$ cat src/rtl/lsu_mem_master.sv
// LSU-side memory initiator: one load/store at a time, dword-aligned byte-masked
// memory port, load extraction/extension, error on misalign, miss or timeout.
module lsu_mem_master #(
  parameter int TIMEOUT = 255
) (
  input  logic        clock,
  input  logic        reset,
  input  logic        req_valid,
  output logic        req_ready,
  input  logic        req_wen,
  input  logic [32:0] req_addr,
  input  logic [1:0]  req_size,
  input  logic        req_signed,
  input  logic [63:0] req_wdata,
  output logic        resp_valid,
  input  logic        resp_ready,
  output logic [63:0] resp_rdata,
  output logic        resp_err,
  output logic        ioMem_ren,
  output logic [32:0] ioMem_addr,
  input  logic [63:0] ioMem_rData,
  input  logic        ioMem_rvalid,
  input  logic        ioMem_hit,
  output logic        ioMem_wen,
  output logic [63:0] ioMem_wData,
  output logic [7:0]  ioMem_wMask
);
  localparam logic [1:0] IDLE  = 2'd0;
  localparam logic [1:0] ISSUE = 2'd1;
  localparam logic [1:0] WAIT  = 2'd2;
  localparam logic [1:0] RESP  = 2'd3;

  localparam int CW = (TIMEOUT < 2) ? 1 : $clog2(TIMEOUT + 1);
  localparam logic [CW-1:0] TO_LAST = CW'(TIMEOUT - 1);

  logic [1:0]    r_state;
  logic          r_wen;
  logic [1:0]    r_size;
  logic          r_sgn;
  logic [2:0]    r_off;
  logic [63:0]   r_wdata;
  logic [32:0]   r_maddr;
  logic [CW-1:0] r_cnt;
  logic [63:0]   r_rdata;
  logic          r_err;

  logic          w_misal;
  logic          w_store;
  logic [63:0]   w_sh;
  logic [63:0]   w_ldata;
  logic [7:0]    w_mask;

  always_comb begin
    w_misal = 1'b0;
    case (req_size)
      2'd0:    w_misal = 1'b0;
      2'd1:    w_misal = req_addr[0];
      2'd2:    w_misal = |req_addr[1:0];
      default: w_misal = |req_addr[2:0];
    endcase
  end

  // Load path: bring the addressed lane down to bit 0, then trim and extend.
  always_comb begin
    w_sh    = ioMem_rData >> {r_off, 3'b000};
    w_ldata = w_sh;
    case (r_size)
      2'd0:    w_ldata = r_sgn ? {{56{w_sh[7]}},  w_sh[7:0]}  : {56'd0, w_sh[7:0]};
      2'd1:    w_ldata = r_sgn ? {{48{w_sh[15]}}, w_sh[15:0]} : {48'd0, w_sh[15:0]};
      2'd2:    w_ldata = r_sgn ? {{32{w_sh[31]}}, w_sh[31:0]} : {32'd0, w_sh[31:0]};
      default: w_ldata = w_sh;
    endcase
  end

  always_comb begin
    w_mask = 8'h00;
    case (r_size)
      2'd0:    w_mask = 8'h01;
      2'd1:    w_mask = 8'h03;
      2'd2:    w_mask = 8'h0F;
      default: w_mask = 8'hFF;
    endcase
  end

  assign w_store     = (r_state == ISSUE) & r_wen;
  assign req_ready   = reset & (r_state == IDLE);
  assign resp_valid  = (r_state == RESP);
  assign resp_rdata  = r_rdata;
  assign resp_err    = r_err;
  assign ioMem_addr  = r_maddr;
  assign ioMem_ren   = (r_state == ISSUE) & ~r_wen;
  assign ioMem_wen   = w_store;
  assign ioMem_wMask = w_store ? (w_mask << r_off) : 8'h00;
  assign ioMem_wData = w_store ? (r_wdata << {r_off, 3'b000}) : 64'd0;

  always_ff @(posedge clock or negedge reset) begin
    if (!reset) begin
      r_state <= IDLE;
      r_wen   <= 1'b0;
      r_size  <= 2'd0;
      r_sgn   <= 1'b0;
      r_off   <= 3'd0;
      r_wdata <= 64'd0;
      r_maddr <= 33'd0;
      r_cnt   <= '0;
      r_rdata <= 64'd0;
      r_err   <= 1'b0;
    end else begin
      case (r_state)
        IDLE: if (req_valid) begin
          r_wen   <= req_wen;
          r_size  <= req_size;
          r_sgn   <= req_signed;
          r_off   <= req_addr[2:0];
          r_wdata <= req_wdata;
          r_maddr <= {req_addr[32:3], 3'b000};
          if (w_misal) begin
            r_state <= RESP;
            r_err   <= 1'b1;
            r_rdata <= 64'd0;
          end else begin
            r_state <= ISSUE;
          end
        end
        ISSUE: begin
          r_cnt <= '0;
          if (r_wen) begin
            r_state <= RESP;
            r_err   <= 1'b0;
            r_rdata <= 64'd0;
          end else begin
            r_state <= WAIT;
          end
        end
        WAIT: begin
          // Data arriving on the final counted cycle still beats the timeout.
          if (ioMem_rvalid) begin
            r_state <= RESP;
            r_err   <= ~ioMem_hit;
            r_rdata <= ioMem_hit ? w_ldata : 64'd0;
          end else if (r_cnt == TO_LAST) begin
            r_state <= RESP;
            r_err   <= 1'b1;
            r_rdata <= 64'd0;
          end else begin
            r_cnt <= r_cnt + 1'b1;
          end
        end
        default: if (resp_ready) r_state <= IDLE;
      endcase
    end
  end
endmodule

$ cat config.mk
export PLATFORM = sky130hd
export DESIGN_NAME = lsu_mem_master
export DESIGN_NICKNAME = d
export VERILOG_FILES = /design/src/rtl/lsu_mem_master.sv
export SDC_FILE = /design/constraint.sdc
export NUM_CORES = 1
export LEC_CHECK = 0
export CELL_PAD_IN_SITES_DETAIL_PLACEMENT = 1
export CELL_PAD_IN_SITES_GLOBAL_PLACEMENT = 2
export CORE_ASPECT_RATIO = 0.6
export CORE_MARGIN = 8
export CORE_UTILIZATION = 31
export DETAILED_ROUTE_END_ITERATION = 12
export PLACE_DENSITY_LB_ADDON = 0.1
export SETUP_SLACK_MARGIN = 0.5
export SLEW_MARGIN = 20
export SYNTH_ARGS = -nofsm -noshare
export SYNTH_HDL_FRONTEND = slang
export SYNTH_SLANG_ARGS = --single-unit
$ cat constraint.sdc
create_clock -name clock -period 5.04 [get_ports clock]
set_clock_uncertainty 0.05 [all_clocks]
set_input_delay 1.26 -clock clock [delete_from_list [all_inputs] [get_ports clock]]
set_output_delay 1.26 -clock clock [all_outputs]
set_load 0.02 [all_outputs]
**Yosys cells after proc, flatten, opt, wreduce, memory -nomap -nowiden**

Index checks and enable logic that the tools add are counted.
Widths: inputs -> output; s select.

- Word-level logic and storage cells: 76
- Output and inout bits: 174
- Register bits: 176
- Input port bits: 171

- Shift operators: 3
- Reductions and logical operators: 12
- Bitwise operators: 5
- Add/sub/neg operators: 1
- Eq/ne operators: 14
- Muxes and demuxes: 31

Operator list:

| operator | count |
|---|---|
| $mux 64 | 10 |
| $pmux 64 s3 | 2 |
| $shl 64x6->64 | 1 |
| $shr 64x6->64 | 1 |
| $mux 8 | 3 |
| $pmux 8 s3 | 1 |
| $pmux 8 s2 | 1 |
| $mux 2 | 5 |
| $ne 2x2->1 const B | 5 |
| $add 8x1->8 const B | 1 |
| $eq 2x2->1 const B | 4 |
| $eq 8x8->1 const B | 1 |
| $shl 8x3->8 | 1 |
| $eq 2x1->1 const B | 3 |
| $logic_not 2->1 | 3 |
| $mux 1 | 6 |
| $pmux 1 s3 | 2 |
| $pmux 2 s3 | 1 |
| $reduce_and 3->1 | 2 |
| $reduce_and 5->1 | 1 |
| $reduce_bool 4->1 | 1 |
| $and 1x1->1 | 3 |
| $ne 3x3->1 const B | 1 |
| $reduce_bool 3->1 | 1 |
| 5 further kinds | 6 |

**Longest topological paths before layout**

Gate-level depths: netlist (run 1).

- Depth after elaboration: 6
- Mapped depth: 10
- Gate-level depth less buffers: 7

**Least setup slack after synthesis (run 1)**

No wires, ideal clock.

- Path kind: register -> output
- Start point: reg r_off[1]
- End point: out ioMem_wMask[5]
- Data arrival time: 1.996 ns
- Cell stages (with the launch flop): 8
- Path slack: 1.734 ns
- Path buffers: 5
- Cells stage by stage: dfrtp_1 > buf_4 > buf_2 > buf_2 > buf_2 > buf_2 > o21ai_0 > a211oi_1

- Word-level cells in the longest chain between the ends: 2

Ends and longest elaborated chain:

| item | RTL line | RTL |
|---|---|---|
| start: declaration | 40 | `logic [2:0] r_off;` |
| start signal: assignment | 114 | `r_off <= req_addr[2:0];` |
| $shl 8x3->8 | 93 | `assign ioMem_wMask = w_store ? (w_mask << r_off) : 8'h00;` |
| $mux 8 | 93 |  |
| end: declaration | 26 | `output logic [7:0] ioMem_wMask` |

No other way between the ends.

**Final worst setup path (run 1)**

- Start point: reg r_state[1]
- End point: out ioMem_wData[9]

- Word-level cells in the longest chain between the ends: 3

Ends and longest elaborated chain:

| item | RTL line | RTL |
|---|---|---|
| start: declaration | 36 | `logic [1:0] r_state;` |
| start signal: assignment | 98 | `r_state <= IDLE;` |
| start signal: assignment | 118 | `r_state <= RESP;` |
| start signal: assignment | 122 | `r_state <= ISSUE;` |
| $eq 2x1->1 | 85 | `assign w_store = (r_state == ISSUE) & r_wen;` |
| $and 1x1->1 | 85 |  |
| $mux 64 | 94 | `assign ioMem_wData = w_store ? (r_wdata << {r_off, 3'b000}) : 64'd0;` |
| end: declaration | 25 | `output logic [63:0] ioMem_wData,` |

No other way between the ends.

==> flow_summary.toml, run 1 <==
[floorplan]
core_area_mm2 = 0.0339
ioPinCount = 345
die_h_um = 160
die_area_mm2 = 0.0410
start_util_pct = 31.6
die_x_um = 256
rows = 52

[worst_setup_path]
crit_type = "reg2out"
r2r_start = "r_off[0]"
worstPathArrival_ns = 3.06
required_ns = 3.73
rrSetupSlack_ns = 1.31
end_kind = "output port"
rr_worst_depth = 6
worstReg2RegEnd = "resp_rdata[37]"
startpoint_type = "register"
crit_path_max_fanout = 12

[yosys]
synth_seq_area_share_pct = 41.1
synth_edf_count = 0
synth_top_area_share_pct = 41.1
synth_top_flop_cell = "dfrtp_1"
async_flop_share_pct = 100
yosysUniqueCellTypes = 50
yosysWarnings = 0
synth_cells = 1020
synth.avg_cell_area_um2 = 10.5
synth_area_leaders = "dfrtp_1, mux2_2, mux2i_1, mux4_2, nand2_1"
syn_area_mm2 = 0.0107
synth_top_area_cell = "dfrtp_1"
synth_seq_cells = 176

[global_routing]
grtUsageTotal_pct = 22.2
grt_antenna_before_repair = 12
grt_start_max_net_pins = 75
grt-ovfl-total = 0
grt_pass1_wl_mm = 69.5
grt_pass1_vias = 10100

[sta]
tightest_slew_ns = 1.03
rsz0062_at_grt = "false"
fin_crit_ns = 4.37
timing.final.hold_violations = 0
final-setup-viol-count = 0
fin_ws_ns = 0.675
period_share_pct = 86.6
slew_headroom_pct = 31.1
fmaxAchievable_mhz = 229
tns_ns = 0
slew_viol_final = 0

[power_and_ir_drop]
p_total_mw = 9.79
p_leak_nw = 6.14
ir_worst_vdd_uv = 284
p_per_area_mw_per_mm2 = 648

[routing]
dr_wl_met2_mm = 20.5
routed.top_layer = "met5"
vias_per_cell = 5.40
wl_per_cell_um = 26.1
vias = 9635
drc_errors = 0
drt_pass1_iterations = 8
ant_nets = 0
wl_mm = 46.6
drt_iter0_markers = 608
wl_met3_mm = 3.35
wl_met1_mm = 21.9

[cells_and_area]
drive_gt1_share_pct = 17.1
area_growth_pct = 40.8
finish.utilization_pct = 44.6
nets = 1484

[hold_path]
hold_end = "resp_err"
whs_path_depth = 2
hp-class = "reg2reg"
hp-start = "resp_err"

[cts]
clk_pin_slew_ns = 0.07
cts_setup_buffers = 0
hold_buffers = 0
clock_sinks = 176
cts_tree = "yes"
ctsResizeCount = 0
insertion_delay_ns = 0.45
root_buffer = "clkbuf_16"
cts-buffers-inserted = 17
cts.htree.levels = 4
clk_path_buf_depth = 2

[job]
maxCapViolCount = 0

[place]
place_ws_ns = 1.08
numPortBuffers = 341
place_congestion = 0.876
dp_hpwl_mm = 35.4

[outcome]
outcome = "finished clean"
[area by class of cell]
class	count	area, µm²
fill	3682	18800
multi-input combinational	740	5840
sequential	176	4410
timing repair buffer	362	3600
tap	459	574
clock buffer	18	439
clock inverter	14	190
inverter	10	37.5
antenna	4	10.0
[kinds of logic after synthesis]
group | count (synthesis) | share of synthesized area (%)
adder cells (fa/ha/maj) | 6 | 0.700
flip-flops | 176 | 41.1
AND/OR/NAND/NOR | 254 | 10.6
other | 1 | 0.0350
AO/OA/AOI/OAI | 236 | 16.1
buffers and inverters | 106 | 4.77
multiplexers | 236 | 26.3
XOR/XNOR | 5 | 0.408
[where the power goes]
group / switching (mW) / internal (mW) / leakage (nW)
Sequential: 0.603 / 1.96 / 2.22
Combinational: 3.24 / 2.49 / 3.61
Clock: 0.677 / 0.816 / 0.312
Total: 4.52 / 5.27 / 6.14
[critical path: stages, from the launching register on]
cell             delay [ns]
dfrtp_1                0.41
inv_1                  0.09
ha_1                   0.22
nand2_1                0.11
nor2_2                 0.39
nand2_1                0.48
nor2_1                 0.26
clkdlybuf4s50_1        0.65
[worst max-delay path by stage]
stage | slack (ns) | start | end
2_1_floorplan | 1.73 | r_off[1] | ioMem_wMask[5]
3_3_place_gp | 1.18 | ioMem_rData[63] | resp_rdata[52]
3_5_place_dp | 1.08 | ioMem_rData[63] | resp_rdata[45]
4_1_cts | 0.66 | r_state[1] | ioMem_wData[9]
5_1_grt | 0.54 | r_state[1] | ioMem_wData[9]
6_report | 0.67 | r_state[1] | ioMem_wData[9]
[metrics by stage]
| step | instances | cell area, µm² | hold WS, ns |
|---|---|---|---|
| 2_1_floorplan | 1022 | 10700 | 0.425 |
| 3_3_place_gp | 1747 | 14500 | 0.411 |
| 3_5_place_dp | 1747 | 14500 | 0.430 |
| 4_1_cts | 1779 | 15100 | 0.450 |
| 5_1_grt | 1783 | 15100 | 0.464 |
| 6_report | 1783 | 15100 | 0.438 |
[layer usage]
metal  vias up  track usage (%)
met5         -                0
met3        50             6.99
met1      4933             30.9
met2       310             32.7
met4        14             6.26
li1       4328                -
[registers in the layout (all words and copies together), names as in the netlist]
name / count
r_wen: 1
resp_rdata: 64
r_sgn: 1
r_off: 3
r_cnt: 8
r_state: 2
resp_err: 1
r_wdata: 64
r_size: 2
ioMem_addr: 30
[layout by cell type (no fill, tap or decap), types with 7 or more instances in the layout]
cell type        count
a22o_1              24
inv_1                7
o31ai_1              8
a22oi_1             10
mux4_2              23
o22a_1               9
a211oi_1            10
a21oi_1             31
nor2_1              74
clkdlybuf4s50_1    340
and3_1               9
mux2i_1             80
a32o_1              40
buf_4               19
o211ai_1            25
nor2b_1             13
mux2_2             132
nand2_1            110
and2_1              17
o21a_1               9
dfrtp_1            173
a32oi_1              8
o21ai_0             56
clkbuf_16           17
[cells in the mapped netlist, types with 13 or more instances]
master      n
dfrtp_1   176
mux2_2    132
nand2_1   111
mux2i_1    80
nor2_1     76
o21ai_0    56
clkbuf_1   47
a32o_1     40
a21oi_1    31
o211ai_1   25
a22o_1     24
mux4_2     23
buf_2      22
and2_1     17
nor2b_1    15
buf_4      13
No activity file was read; power rests on OpenSTA's default activity.
==> run 2, diff against run 1 <==
--- a/config.mk
+++ b/config.mk
@@ -7,7 +7,7 @@
 export LEC_CHECK = 0
 export CELL_PAD_IN_SITES_DETAIL_PLACEMENT = 1
 export CELL_PAD_IN_SITES_GLOBAL_PLACEMENT = 2
-export CORE_ASPECT_RATIO = 0.6
+export CORE_ASPECT_RATIO = 1.4
 export CORE_MARGIN = 8
 export CORE_UTILIZATION = 31
 export DETAILED_ROUTE_END_ITERATION = 12
==> run 2 against run 1 <==
Count of clock-buffer cells in the layout fell by 1. Routed wire length fell by 0.92%. Critical path depth fell by 3. First-iteration DRC count fell by 15%. Die area fell by 0.27%. Core utilization fell by 0.35 points. Sequential power rose by 3%. Largest cell class unchanged. Cell area barely moved. Power fell by 1.6%. Clock power fell by 9%. Sequential cell count did not move. Highest routed layer unchanged. Global-route usage barely moved.
==> flow_summary.toml, run 2 (synthesis results as in run 1) <==
[outcome]
outcome = "finished clean"

[routing]
vias_per_cell = 5.34
drt_iter0_markers = 517
vias = 9488
wl_per_cell_um = 26.0
drc_errors = 0
wl_mm = 46.2
drt_pass1_iterations = 4
ant_nets = 0

[cts]
cts_tree = "yes"
root_buffer = "clkbuf_16"
clk_path_buf_depth = 2
clock_sinks = 176
cts-buffers-inserted = 17
cts.htree.levels = 4
hold_buffers = 0
clk_pin_slew_ns = 0.08
insertion_delay_ns = 0.46

[floorplan]
ioPinCount = 345
die_area_mm2 = 0.0409
core_area_mm2 = 0.0341
die_h_um = 236
start_util_pct = 31.4
die_x_um = 173
rows = 80

[worst_setup_path]
rrSetupSlack_ns = 1.42
rr_worst_depth = 6
end_kind = "output port"
r2r_start = "r_off[0]"
crit_path_max_fanout = 35
worstPathArrival_ns = 3.10
startpoint = "r_off[1]"
startpoint_type = "register"
required_ns = 3.73
crit_type = "reg2out"

[power_and_ir_drop]
p_leak_nw = 6.13
internal_power_mw = 5.12
p_per_area_mw_per_mm2 = 638
clkPwrFrac_pct = 14.0
ir_worst_vdd_uv = 260
seqPwrFrac_pct = 27.5
p_total_mw = 9.63
comb_power_share_pct = 58.5
swShare_pct = 46.8
power.switching_mw = 4.51

[global_routing]
grt_pass1_vias = 10600
grt_antenna_before_repair = 7
grt-ovfl-total = 0
grt_pass1_wl_mm = 68.8
grt_start_max_net_pins = 141
grtUsageTotal_pct = 22.2

[sta]
tns_ns = 0
final-setup-viol-count = 0
period_share_pct = 87.5
slew_headroom_pct = 31.0
fin_crit_ns = 4.41
timing.final.hold_violations = 0
slew_viol_final = 0
fmaxAchievable_mhz = 227
tightest_slew_ns = 1.03
rsz0062_at_grt = "false"

[place]
place_congestion = 0.874
numPortBuffers = 341
dp_hpwl_mm = 35.2

[hold_path]
hp-class = "reg2reg"
whs_path_depth = 2
hp-start = "resp_err"

[cells_and_area]
finish.utilization_pct = 44.2
area_growth_pct = 40.7
seqCellArea_mm2 = 0.00441
drive_gt1_share_pct = 17.2
final_cell_mix = "clkdlybuf4s50_1, dfrtp_1, mux2_2"
fill_cells = 3731
final_common_cell = "clkdlybuf4s50_1"
nets = 1486
multi_input_area_mm2 = 0.00584

[job]
maxCapViolCount = 0
## run 2: through the flow
stage	hold slack (ns)	cell area [µm²]	setup slack, ns	instances
6_report	0.436	15100	0.631	1776
5_1_grt	0.466	15100	0.519	1773
4_1_cts	0.442	15100	0.489	1772
3_5_place_dp	0.425	14400	0.819	1739
3_3_place_gp	0.420	14400	0.859	1739
2_1_floorplan	0.425	10700	1.73	1022
## run 2: area by class of cell
type / instances / area share [%]
multi-input cells: 740 / 38.7
flip-flops and latches: 176 / 29.2
repair buffers: 364 / 24.1
well taps: 451 / 3.74
clock buffers: 17 / 2.82
clock inverters: 15 / 1.11
inverters: 10 / 0.249
diodes: 3 / 0.0498
## run 2: layer usage
metal,vias to the layer above,wire [µm],global-route usage (%)
li1,4335,-,-
met1,4745,17300,23.7
met2,325,23500,39.4
met3,73,3310,6.54
met4,10,2040,11.3
met5,-,66,0
## run 2: final timing paths
kind | to
hold / removal | resp_err
setup reg to reg | resp_rdata[39]
max in group asynchronous | ioMem_addr[12]
setup / recovery | ioMem_wData[15]
hold reg to reg | resp_err
min in group asynchronous | resp_rdata[30]
## run 2: timing repair
item	4_1_cts	5_1_grt
resized for setup	1	1
setup buffers	1	1
gates cloned	0	0
endpoints found under the setup margin	11	9
pin swaps	0	1
## run 2: critical path: stages (launching register included)
cell             delay, ns
dfrtp_4               0.68
inv_2                 0.49
nand2_1               0.42
nor2_1                0.36
clkdlybuf4s50_1       0.67
## run 2: power by group through the flow
stage | sequential (mW) | clock, mW | combinational [mW]
2_1_floorplan | 2.57 | 0 | 3.60
3_3_place_gp | 2.69 | 0 | 5.60
3_5_place_dp | 2.71 | 0 | 5.63
4_1_cts | 2.65 | 1.39 | 5.72
5_1_grt | 2.73 | 1.43 | 6.06
6_report | 2.64 | 1.35 | 5.64
==> run 3, diff against run 2 <==
--- a/config.mk
+++ b/config.mk
@@ -10,6 +10,7 @@
 export CORE_ASPECT_RATIO = 1.4
 export CORE_MARGIN = 8
 export CORE_UTILIZATION = 31
+export CTS_CLUSTER_DIAMETER = 200
 export DETAILED_ROUTE_END_ITERATION = 12
 export PLACE_DENSITY_LB_ADDON = 0.1
 export SETUP_SLACK_MARGIN = 0.5
==> results of run 3 <==
Final layout, timing and power as in run 2 (identical DEF).
